[src/rtl/fetch_stage_pkg.sv]
// Shared CPU definitions: instruction field layout, reset PC and fetch FSM encodings.
// Imported by the fetch stage and by the control unit that decodes opcode/funct.
package fetch_stage_pkg;

  localparam int unsigned CPU_PC_W     = 8;
  localparam int unsigned CPU_INSTR_W  = 16;
  localparam int unsigned CPU_RESET_PC = 0;

  // opcode occupies the top OPCODE_W bits of the word, funct the bottom FUNCT_W bits
  localparam int unsigned OPCODE_W  = 4;
  localparam int unsigned FUNCT_W   = 3;
  localparam int unsigned FUNCT_LSB = 0;

  // A bubble decodes as R-type ADD, which the control unit treats as no writeback
  localparam logic [OPCODE_W-1:0] OP_RTYPE  = 4'h0;
  localparam logic [FUNCT_W-1:0]  FUNCT_ADD = 3'h0;

  typedef enum logic [1:0] {
    FS_IDLE = 2'd0,
    FS_WAIT = 2'd1,
    FS_HOLD = 2'd2
  } fetch_state_e;

endpackage

[src/rtl/if_id_reg.sv]
// IF/ID pipeline register: flush clears the live bit, stall freezes everything,
// otherwise it loads the offered word or becomes a bubble.
module if_id_reg #(
  parameter int unsigned PC_W    = 8,
  parameter int unsigned INSTR_W = 16
) (
  input  logic               clk,
  input  logic               rst,
  input  logic               stall_i,
  input  logic               flush_i,
  input  logic               load_i,
  input  logic [INSTR_W-1:0] instr_i,
  input  logic [PC_W-1:0]    pc_i,
  output logic               valid_o,
  output logic [INSTR_W-1:0] instr_o,
  output logic [PC_W-1:0]    pc_o
);

  logic               valid_q;
  logic [INSTR_W-1:0] instr_q;
  logic [PC_W-1:0]    pc_q;

  always_ff @(posedge clk or posedge rst) begin
    if (rst) begin
      valid_q <= 1'b0;
      instr_q <= '0;
      pc_q    <= '0;
    end else if (flush_i) begin
      valid_q <= 1'b0;
    end else if (!stall_i) begin
      valid_q <= load_i;
      if (load_i) begin
        instr_q <= instr_i;
        pc_q    <= pc_i;
      end
    end
  end

  assign valid_o = valid_q;
  assign instr_o = instr_q;
  assign pc_o    = pc_q;

endmodule

[src/rtl/fetch_stage.sv]
// Fetch stage: PC, single-outstanding instruction-memory request FSM, one-entry
// skid buffer and the IF/ID register feeding the control unit.
//
//   state   | meaning
//   FS_IDLE | no request outstanding; issue one for pc on the next edge
//   FS_WAIT | request outstanding, imem_req/imem_addr held until imem_valid
//   FS_HOLD | returned word parked in the skid buffer while decode is stalled
module fetch_stage
  import fetch_stage_pkg::*;
#(
  parameter int unsigned PC_W     = CPU_PC_W,
  parameter int unsigned INSTR_W  = CPU_INSTR_W,
  parameter int unsigned RESET_PC = CPU_RESET_PC
) (
  input  logic                clk,
  input  logic                rst,
  output logic                imem_req,
  output logic [PC_W-1:0]     imem_addr,
  input  logic                imem_valid,
  input  logic [INSTR_W-1:0]  imem_rdata,
  input  logic                stall,
  input  logic                pcsrc,
  input  logic [PC_W-1:0]     target_pc,
  output logic                if_valid,
  output logic [INSTR_W-1:0]  if_instr,
  output logic [PC_W-1:0]     if_pc,
  output logic [OPCODE_W-1:0] opcode,
  output logic [FUNCT_W-1:0]  funct
);

  localparam logic [PC_W-1:0] RST_PC = PC_W'(RESET_PC);

  fetch_state_e       state_q;
  logic [PC_W-1:0]    pc_q;
  logic [PC_W-1:0]    pc_d;
  logic [PC_W-1:0]    pc_inc;
  logic [PC_W-1:0]    addr_q;
  logic               req_q;
  logic               drop_q;
  logic [INSTR_W-1:0] skid_q;

  logic               id_load;
  logic [INSTR_W-1:0] id_instr;

  assign pc_inc = pc_q + PC_W'(1);

  // A redirect always wins; otherwise pc advances only when a word is handed to IF/ID
  always_comb begin
    pc_d = pc_q;
    if (pcsrc) begin
      pc_d = target_pc;
    end else begin
      case (state_q)
        FS_WAIT: if (imem_valid && !drop_q && !stall) pc_d = pc_inc;
        FS_HOLD: if (!stall) pc_d = pc_inc;
        default: pc_d = pc_q;
      endcase
    end
  end

  always_ff @(posedge clk or posedge rst) begin
    if (rst) begin
      state_q <= FS_IDLE;
      pc_q    <= RST_PC;
      addr_q  <= RST_PC;
      req_q   <= 1'b0;
      drop_q  <= 1'b0;
      skid_q  <= '0;
    end else begin
      pc_q <= pc_d;
      case (state_q)
        FS_IDLE: begin
          req_q   <= 1'b1;
          addr_q  <= pc_d;
          drop_q  <= 1'b0;
          state_q <= FS_WAIT;
        end
        FS_WAIT: begin
          if (imem_valid) begin
            drop_q <= 1'b0;
            if (!pcsrc && !drop_q && stall) begin
              skid_q  <= imem_rdata;
              req_q   <= 1'b0;
              state_q <= FS_HOLD;
            end else begin
              // accepted, dropped or redirected: the next request goes out at once
              req_q  <= 1'b1;
              addr_q <= pc_d;
            end
          end else if (pcsrc) begin
            drop_q <= 1'b1;
          end
        end
        FS_HOLD: begin
          if (pcsrc) begin
            skid_q  <= '0;
            req_q   <= 1'b1;
            addr_q  <= pc_d;
            state_q <= FS_WAIT;
          end else if (!stall) begin
            skid_q  <= '0;
            state_q <= FS_IDLE;
          end
        end
        default: begin
          req_q   <= 1'b0;
          state_q <= FS_IDLE;
        end
      endcase
    end
  end

  assign imem_req  = req_q;
  assign imem_addr = addr_q;

  // In both load cases pc_q is still the address of the word being delivered
  assign id_load  = ((state_q == FS_WAIT) && imem_valid && !drop_q) || (state_q == FS_HOLD);
  assign id_instr = (state_q == FS_HOLD) ? skid_q : imem_rdata;

  if_id_reg #(
    .PC_W    (PC_W),
    .INSTR_W (INSTR_W)
  ) u_if_id_reg (
    .clk     (clk),
    .rst     (rst),
    .stall_i (stall),
    .flush_i (pcsrc),
    .load_i  (id_load),
    .instr_i (id_instr),
    .pc_i    (pc_q),
    .valid_o (if_valid),
    .instr_o (if_instr),
    .pc_o    (if_pc)
  );

  assign opcode = if_valid ? if_instr[INSTR_W-1 -: OPCODE_W] : OP_RTYPE;
  assign funct  = if_valid ? if_instr[FUNCT_LSB +: FUNCT_W]  : FUNCT_ADD;

endmodule

[config.mk]
export PLATFORM = sky130hd
export DESIGN_NAME = fetch_stage
export DESIGN_NICKNAME = d
export VERILOG_FILES = /design/src/rtl/fetch_stage_pkg.sv /design/src/rtl/if_id_reg.sv /design/src/rtl/fetch_stage.sv
export SDC_FILE = /design/constraint.sdc
export NUM_CORES = 1
export LEC_CHECK = 0
export BUFFER_PORTS_ARGS = -buffer_cell sky130_fd_sc_hd__buf_2
export CAP_MARGIN = 40
export CORE_UTILIZATION = 53
export CTS_CLUSTER_DIAMETER = 100
export DETAILED_ROUTE_END_ITERATION = 16
export PLACE_DENSITY = 0.86
export SYNTH_ARGS = -nofsm -noshare
export SYNTH_HDL_FRONTEND = slang
export SYNTH_SLANG_ARGS = --single-unit
[constraint.sdc]
create_clock -name clk -period 2.19 [get_ports clk]
set_input_delay 0.438 -clock clk [delete_from_list [all_inputs] [get_ports clk]]
set_output_delay 0.438 -clock clk [all_outputs]
set_load 0.005 [all_outputs]
Word level (Yosys, flattened, before mapping)
Index checks and enable logic that the tools add are counted.

storage, ports and cells
  bits in registers = 61
  input bits = 29
  output and inout port bits = 41
  logic and storage cells = 70

operators by class
  $add $sub $neg = 1
  equal/unequal tests = 9
  mux-type cells = 29
  bitwise operators = 2
  reductions and logical operators = 20

operators by type and width
  kind                   number
  $mux W16               5
  $mux W8                6
  $pmux W16 S2           1
  $pmux W8 S3            1
  $pmux W8 S2            1
  $add A8 B1 Y8 const B  1
  $mux W2                4
  $ne A2 B2 Y1 const B   4
  $reduce_and A4 Y1      2
  $logic_and A1 B1 Y1    6
  $mux W1                6
  $ne A3 B3 Y1 const B   2
  $pmux W2 S3            1
  $reduce_and A3 Y1      2
  $mux W4                1
  $reduce_and A2 Y1      2
  $reduce_bool A2 Y1     2
  $logic_not A1 Y1       3
  $mux W3                1
  $pmux W1 S3            1
  $reduce_bool A3 Y1     1
  $eq A2 B1 Y1 const B   1
  $eq A2 B2 Y1 const B   1
  $logic_not A2 Y1       1
  4 further kinds        5

Logic depth before layout (Yosys ltp)
Gate-level depths: netlist (run 1).

  depth after elaboration = 9
  gate-level depth with buffers = 8
  gate-level depth less buffers = 7

By module
Synthesis (run 1) repeated with hierarchy kept, for this count alone.

unflattened totals
  cell total of the unflattened synthesis = 306
  area, all modules = 3,108.0 um^2

modules (own cells, without submodules)
  module       instances  cells each  area each (um^2)  seq. area each (um^2)
  fetch_stage  1          251         2,153.3           900.9
  if_id_reg    1          55          954.7             625.6

Worst setup path before layout (run 1)
OpenSTA, ideal clock, no wires.

  kind = reg-to-reg
  start point = register state_q[1]
  end point = register addr_q[0], in the netlist imem_addr[0]
  library setup time = 0.125 ns
  arrival time = 1.728 ns
  required time = 2.065 ns
  slack = 0.337 ns
  stages on the path, launching flop included = 8
  buffers on the path = 0
  period minus slack after synthesis = 1.853 ns
  path through = dfrtp_1 -> inv_1 -> ha_1 -> a21oi_1 -> o21ai_2 -> mux2_1 -> mux2_2 -> mux2_2

on the way
  word-level cells in the longest chain between the ends = 6
  elaborated cells between the ends (all ways) = 14
  those cells by class = eq/ne (5); mux (6); reduce/logical (3)

ends and longest elaborated chain
  element                                              line               source
  start: declaration                                   fetch_stage.sv:33  fetch_state_e state_q;
  start signal: assignment                             fetch_stage.sv:63  state_q <= FS_IDLE;
  start signal: assignment                             fetch_stage.sv:76  state_q <= FS_WAIT;
  start signal: assignment                             fetch_stage.sv:84  state_q <= FS_HOLD;
  $eq A2 B2 Y1 / $eq A2 B1 Y1 (equally long branches)  fetch_stage.sv:53  case (state_q)
  $pmux W8 S2 *                                        fetch_stage.sv:53
  $mux W8 *                                            fetch_stage.sv:50  if (pcsrc) begin
  net pc_d[0]                                          fetch_stage.sv:35  logic [PC_W-1:0] pc_d;
  $mux W8                                              fetch_stage.sv:81  if (!pcsrc && !drop_q && stall) begin
  $mux W8                                              fetch_stage.sv:79  if (imem_valid) begin
  $pmux W8 S3 *                                        fetch_stage.sv:71  case (state_q)
  end signal: assignment                               fetch_stage.sv:74  addr_q <= pc_d;
  end signal: assignment                               fetch_stage.sv:88  addr_q <= pc_d;
  end signal: assignment                               fetch_stage.sv:98  addr_q <= pc_d;
  end: declaration                                     fetch_stage.sv:37  logic [PC_W-1:0] addr_q;

The timed path passes the listed nets; every way through them passes the cells marked *. The select of a mux whose other input is x is not followed.
A chain may end at the register's enable or synchronous reset.

Worst setup path in the final report (run 1)
  start point = register state_q[0]
  end point = register addr_q[0], in the netlist imem_addr[0]

The elaborated chain is that of the path after synthesis.

==> results of run 1 <==
-- placed cells by master, fill, tap and decap left out, types with 2 or more instances in the layout --
cell type / n
and2_1: 7
o21ai_0: 39
dfrtp_1: 61
a21boi_0: 10
mux2_1: 2
a221oi_1: 2
nand2b_1: 2
mux2_2: 17
a31oi_1: 3
a21oi_1: 15
nand2_1: 48
clkbuf_8: 9
ha_1: 4
inv_1: 8
buf_4: 9
a22o_1: 3
buf_2: 69
nor2_1: 9
nor2b_1: 13
clkinv_2: 3
nor3_1: 3
-- logic make-up after synthesis --
family / after synthesis / synth area share
buf+inv: 23 / 0.0351
simple gates: 90 / 0.151
fa+ha+maj: 5 / 0.0219
mux: 20 / 0.0785
compound gates: 83 / 0.179
flops: 61 / 0.535
-- metrics by stage --
step	util	setup slack (ps)	hold slack, ps	area [µm²]
2_1_floorplan	-	239	445	2850
3_3_place_gp	0.644	131	456	3310
3_5_place_dp	0.644	35.6	467	3310
4_1_cts	0.679	26.7	137	3490
5_1_grt	0.682	65.9	173	3500
6_report	0.682	179	128	3500
-- Yosys cell counts --
master / n
or3_1: 1
clkbuf_1: 8
nand3_1: 1
inv_1: 9
and2_1: 7
nand3b_2: 1
nor3b_2: 1
a31oi_2: 1
a32oi_1: 1
o21ai_2: 1
nor2_1: 10
a22o_1: 3
and4_1: 1
a32o_1: 1
nor3_1: 3
a21oi_2: 1
a21oi_1: 15
o2111a_1: 1
buf_6: 1
buf_2: 5
a211o_1: 2
nand2_1: 48
a41oi_1: 1
o21ai_0: 39
nand2b_1: 2
mux2i_1: 1
o41ai_1: 1
nor2b_1: 13
and4b_1: 1
ha_1: 5
dfrtp_1: 61
and3_1: 1
a21boi_0: 10
mux2_1: 2
a31oi_1: 3
mux2_2: 17
o31ai_1: 1
a221oi_1: 2
-- cell type report --
type | instances | area [µm²] | area share
Inverter | 9 | 33.8 | 0.00964
Clock buffer | 10 | 128 | 0.0364
Clock inverter | 5 | 52.6 | 0.0150
Sequential cell | 61 | 1530 | 0.436
Tap cell | 70 | 87.6 | 0.0250
Timing Repair Buffer | 79 | 433 | 0.124
Multi-Input combinational cell | 198 | 1240 | 0.355
-- repair_timing --
action / CTS / global route
buffers inserted: 0 / 0
resized for setup: 0 / 4
endpoints found under the hold margin: 0 / 0
endpoints found under the setup margin: 0 / 13
-- routing by layer --
metal  part of all wire  global-route usage
met1               0.45               0.299
met2               0.47               0.364
met3              0.056              0.0569
met4              0.024               0.123
met5                  0                   0
-- path summary, 6_finish.rpt --
path | endpoint | cells past startpoint
worst max-delay path | imem_addr[0] | 7
max in group asynchronous | u_if_id_reg.instr_o[5] | 3
min in group clk | pc_q[2] | 3
worst min-delay path | u_if_id_reg.pc_o[2] | 2
worst max register to register | imem_addr[0] | 7
worst min register to register | u_if_id_reg.instr_o[11] | 2
-- registers in the layout, summed over array words and instances (netlist names) --
name / flops
drop_q: 1
imem_addr: 8
imem_req: 1
pc_q: 8
skid_q: 16
state_q: 2
u_if_id_reg.instr_o: 16
u_if_id_reg.pc_o: 8
u_if_id_reg.valid_o: 1
-- power by group through the flow --
stage                     registers [mW]  clock network (mW)  logic (mW)
after floorplan                     1.91                   0       0.900
after global placement              1.91                   0        1.43
after detailed placement            1.94                   0        1.48
after CTS                           1.92               0.969        1.50
after global routing                1.99                1.01        1.73
final                               1.93               0.944        1.51
==> flow_summary.json, run 1 <==
{
  "outcome": "completed",
  "p_switching_mw": 1.51,
  "syn_to_final_growth_pct": 22.8,
  "startpoint": "state_q[0]",
  "netlist_area_um2": 2850,
  "yosysSeqAreaShare": 0.535,
  "avgSynthCellArea_um2": 10.1,
  "finalPower_mw": 4.38,
  "yosys_warnings": 0,
  "dp_hpwl_mm": 4.28,
  "ios": 70,
  "hold_path.class": "in -> async",
  "clockBufferDepth": 2,
  "drtAntennaViolNets": 0,
  "skew_ps": 3.64,
  "grt_pass1_wl_mm": 9.67,
  "setup_tns_ps": 0,
  "switching_share": 0.345,
  "finalCriticalPeriod_ps": 2010,
  "dieArea_um2": 5680,
  "wl_mm": 6.19,
  "yosysUniqueCellTypes": 38,
  "port_buffers": 69,
  "critPathBufInv": 1,
  "slew_headroom": 0.658,
  "synthTopCellsByArea": "dfrtp_1, o21ai_0, mux2_2",
  "via_count": 2363,
  "rrSetupSlack_ps": 180,
  "initialDrtViolationCount": 133,
  "start_util": 0.555,
  "clock_power_share": 0.215,
  "crit_path_max_fanout": 7,
  "rows": 26,
  "grtUsageTotal": 0.232,
  "synthDominantCellAreaShare": 0.535,
  "cts_hold_buf": 0,
  "path_common_cell": "mux2_2",
  "internal-power_mw": 2.87,
  "cts_made_buffers": 9,
  "htreeDepth": 3,
  "synthCells": 282,
  "grt_start_max_net_pins": 39,
  "cp_top_family": "multiplexers",
  "ir_worst_vdd_mv": 0.687,
  "die_w_um": 75.4,
  "cts_tree": "yes",
  "finalHoldViolations": 0,
  "synth_area_leader_cell": "dfrtp_1",
  "p_leak_nw": 1.75,
  "core_area_um2": 5140,
  "cap_violations": 0,
  "drc_errors": 0,
  "grt_overflow": 0,
  "clock_latency_ps": 340,
  "setup_viol": 0,
  "dp.cells": 417,
  "wire_per_inst_um": 14.3,
  "fill_cells": 400,
  "comb_power_share": 0.345,
  "fmax_mhz": 497,
  "grt_pass1_vias": 2161,
  "rsz0062_at_grt": "false",
  "fin_crit_sh": 0.918,
  "ys_ff_latch": 61,
  "critPathKind": "reg -> reg",
  "cp-start-kind": "flop",
  "antenna_found_initial": 0,
  "tightestPinTransition_ps": 512,
  "firstDrtPassIters": 4,
  "cts-root-buf": "clkbuf_8",
  "slew_viol_final": 0,
  "drive_gt1_frac": 0.329,
  "seqPwrFrac": 0.439,
  "place_congestion": 0.834,
  "synth_nets": 316,
  "final_nets": 392,
  "worstSetupEndpointType": "flop",
  "crit_slowest_cell": "dfrtp_1",
  "die_y_um": 75.4,
  "cts.sinks": 61,
  "final_cells": 432,
  "path_cells": "inv_1, ha_1, nand2b_1, a21oi_2, mux2_1, mux2_2, mux2_2",
  "r2r_start": "state_q[0]",
  "clk_pin_slew_ps": 70,
  "power_per_cell_area_nw_per_um2": 1250,
  "crit_required_ps": 2420,
  "cpPeakStageDelay_ps": 410,
  "cp.arrival_ps": 2240,
  "viasPerCell": 5.47,
  "n_antenna_cell": 0
}
Note: power is estimated with default switching activity, not from simulation.
==> run 2, diff against run 1 <==
Settings changed: CORE_UTILIZATION 53 to 50, PLACE_DENSITY 0.86 to 0.82.
==> run 2 against run 1 <==
Wire length decreased by 1.7%. Clock skew increased by 3.5 ps. Flip-flop and latch count unchanged. Critical endpoint unchanged. Largest power group unchanged. Setup slack got worse by 51 ps. Die area increased by 5.8%.
==> flow_summary.json, run 2 (synthesized netlist as in run 1, its figures left out) <==
{
  "drive_gt1_frac": 0.320,
  "grt_start_max_net_pins": 60,
  "dp.cells": 418,
  "outcome": "completed",
  "clock_latency_ps": 340,
  "finalHoldViolations": 0,
  "p_leak_nw": 1.78,
  "clockBufferDepth": 2,
  "grt_busiest_layer": "met2",
  "finalCriticalPeriod_ps": 2060,
  "whs_path_depth": 3,
  "initialDrtViolationCount": 126,
  "dieArea_um2": 6010,
  "setup_viol": 0,
  "rows": 27,
  "placedInstanceArea_um2": 3300,
  "rsz0062_at_grt": "false",
  "grtUsageTotal": 0.217,
  "grt_pass1_wl_mm": 10.0,
  "fin_area_um2": 3550,
  "cts-root-buf": "clkbuf_8",
  "grt_overflow": 0,
  "firstDrtPassIters": 4,
  "final_cells": 435,
  "final_nets": 392,
  "die_y_um": 77.6,
  "ir_worst_vdd_mv": 0.792,
  "ios": 70,
  "grt_util_met2": 0.342,
  "wl_mm": 6.08,
  "place_ws_ps": 90.4,
  "cap_violations": 0,
  "cp.arrival_ps": 2280,
  "cp-start-kind": "flop",
  "reg2regPathDepth": 7,
  "tightestPinTransition_ps": 502,
  "slew_headroom": 0.665,
  "timing.hold.ws_ps": 355,
  "place_congestion": 0.877,
  "slew_viol_final": 0,
  "hold_path.startpoint": "target_pc[2]",
  "setup_tns_ps": 0,
  "r2r_end": "imem_addr[0]",
  "viasPerCell": 5.36,
  "finalPower_mw": 4.53,
  "grt_use_met3": 0.0729,
  "layout_common_cells": "buf_2, dfrtp_1, nand2_1",
  "core_area_um2": 5510,
  "rrSetupSlack_ps": 130,
  "crit_path_max_fanout": 7,
  "via_count": 2333,
  "skew_ps": 7.15,
  "clk_pin_slew_ps": 70,
  "cts.sinks": 61,
  "port_buffers": 69,
  "die_w_um": 77.6,
  "dp_hpwl_mm": 4.17,
  "n_antenna_cell": 0,
  "fmax_mhz": 485,
  "fin_util": 0.644,
  "cts_made_buffers": 9,
  "wire_per_inst_um": 14.0,
  "met1_usage": 0.284,
  "crit_required_ps": 2410,
  "r2r_start": "state_q[0]",
  "htreeDepth": 3,
  "min_to": "pc_q[2]",
  "startpoint": "state_q[0]",
  "critPathKind": "reg -> reg",
  "antenna_found_initial": 0,
  "fin_crit_sh": 0.941,
  "setup_slack_ps": 129,
  "power_per_cell_area_nw_per_um2": 1280,
  "final_common_cell": "buf_2",
  "drtAntennaViolNets": 0,
  "worstSetupEndpointType": "flop",
  "start_util": 0.518,
  "cts_tree": "yes",
  "drc_errors": 0,
  "hold_path.class": "in -> reg",
  "syn_to_final_growth_pct": 24.3,
  "grt_pass1_vias": 2132
}
## run 2: changes by cell type in the layout (fill, tap and decap cells not counted), sizes merged
cell,previous run,this run
buf,79,78
clkinvlp,1,0
clkinv,3,2
dlygate4sd3,0,1
bufinv,1,2
clkbuf,10,12
## run 2: routing by layer
layer,routed length (µm),share of wire,vias to the layer above
met2,2960,0.49,81
met1,2690,0.44,1114
met4,27,0.0044,0
met5,0,0,-
li1,-,-,1136
met3,399,0.066,2
## run 2: area by class of cell
cell class                      instances  area (µm²)
Clock buffer                           12         155
Tap cell                               72        90.1
Multi-Input combinational cell        198        1240
Timing Repair Buffer                   79         435
Inverter                                9        33.8
Sequential cell                        61        1530
Fill cell                             432        1960
Clock inverter                          4        70.1
## run 2: worst max-delay path by stage
stage	endpoint	slack (ps)	depth (start not counted)
floorplan	drop_q	240	1
global placement	skid_q[14]	160	5
detailed placement	skid_q[12]	90	6
CTS	skid_q[14]	60	6
global route	imem_addr[3]	3	8
finish	imem_addr[0]	130	7
## run 2: what timing repair did
item / in CTS / in global routing
buffers inserted: 0 / 0
hold endpoints to repair: 2 / 0
hold buffers: 1 / 0
setup endpoints to repair: 0 / 4
resized for setup: 0 / 1
## run 2: critical path: stages, from the launching register on
cell	delay [ps]
dfrtp_1	390
inv_1	80
ha_1	290
a21oi_1	200
o21ai_2	130
mux2_1	310
mux2_2	280
mux2_2	260
## run 2: power by group
| group | switching (mW) | leakage (nW) | internal, mW |
|---|---|---|---|
| sequential | 0.296 | 0.754 | 1.62 |
| clock | 0.436 | 0.116 | 0.700 |
| combinational | 0.754 | 0.907 | 0.722 |
| total | 1.49 | 1.78 | 3.04 |
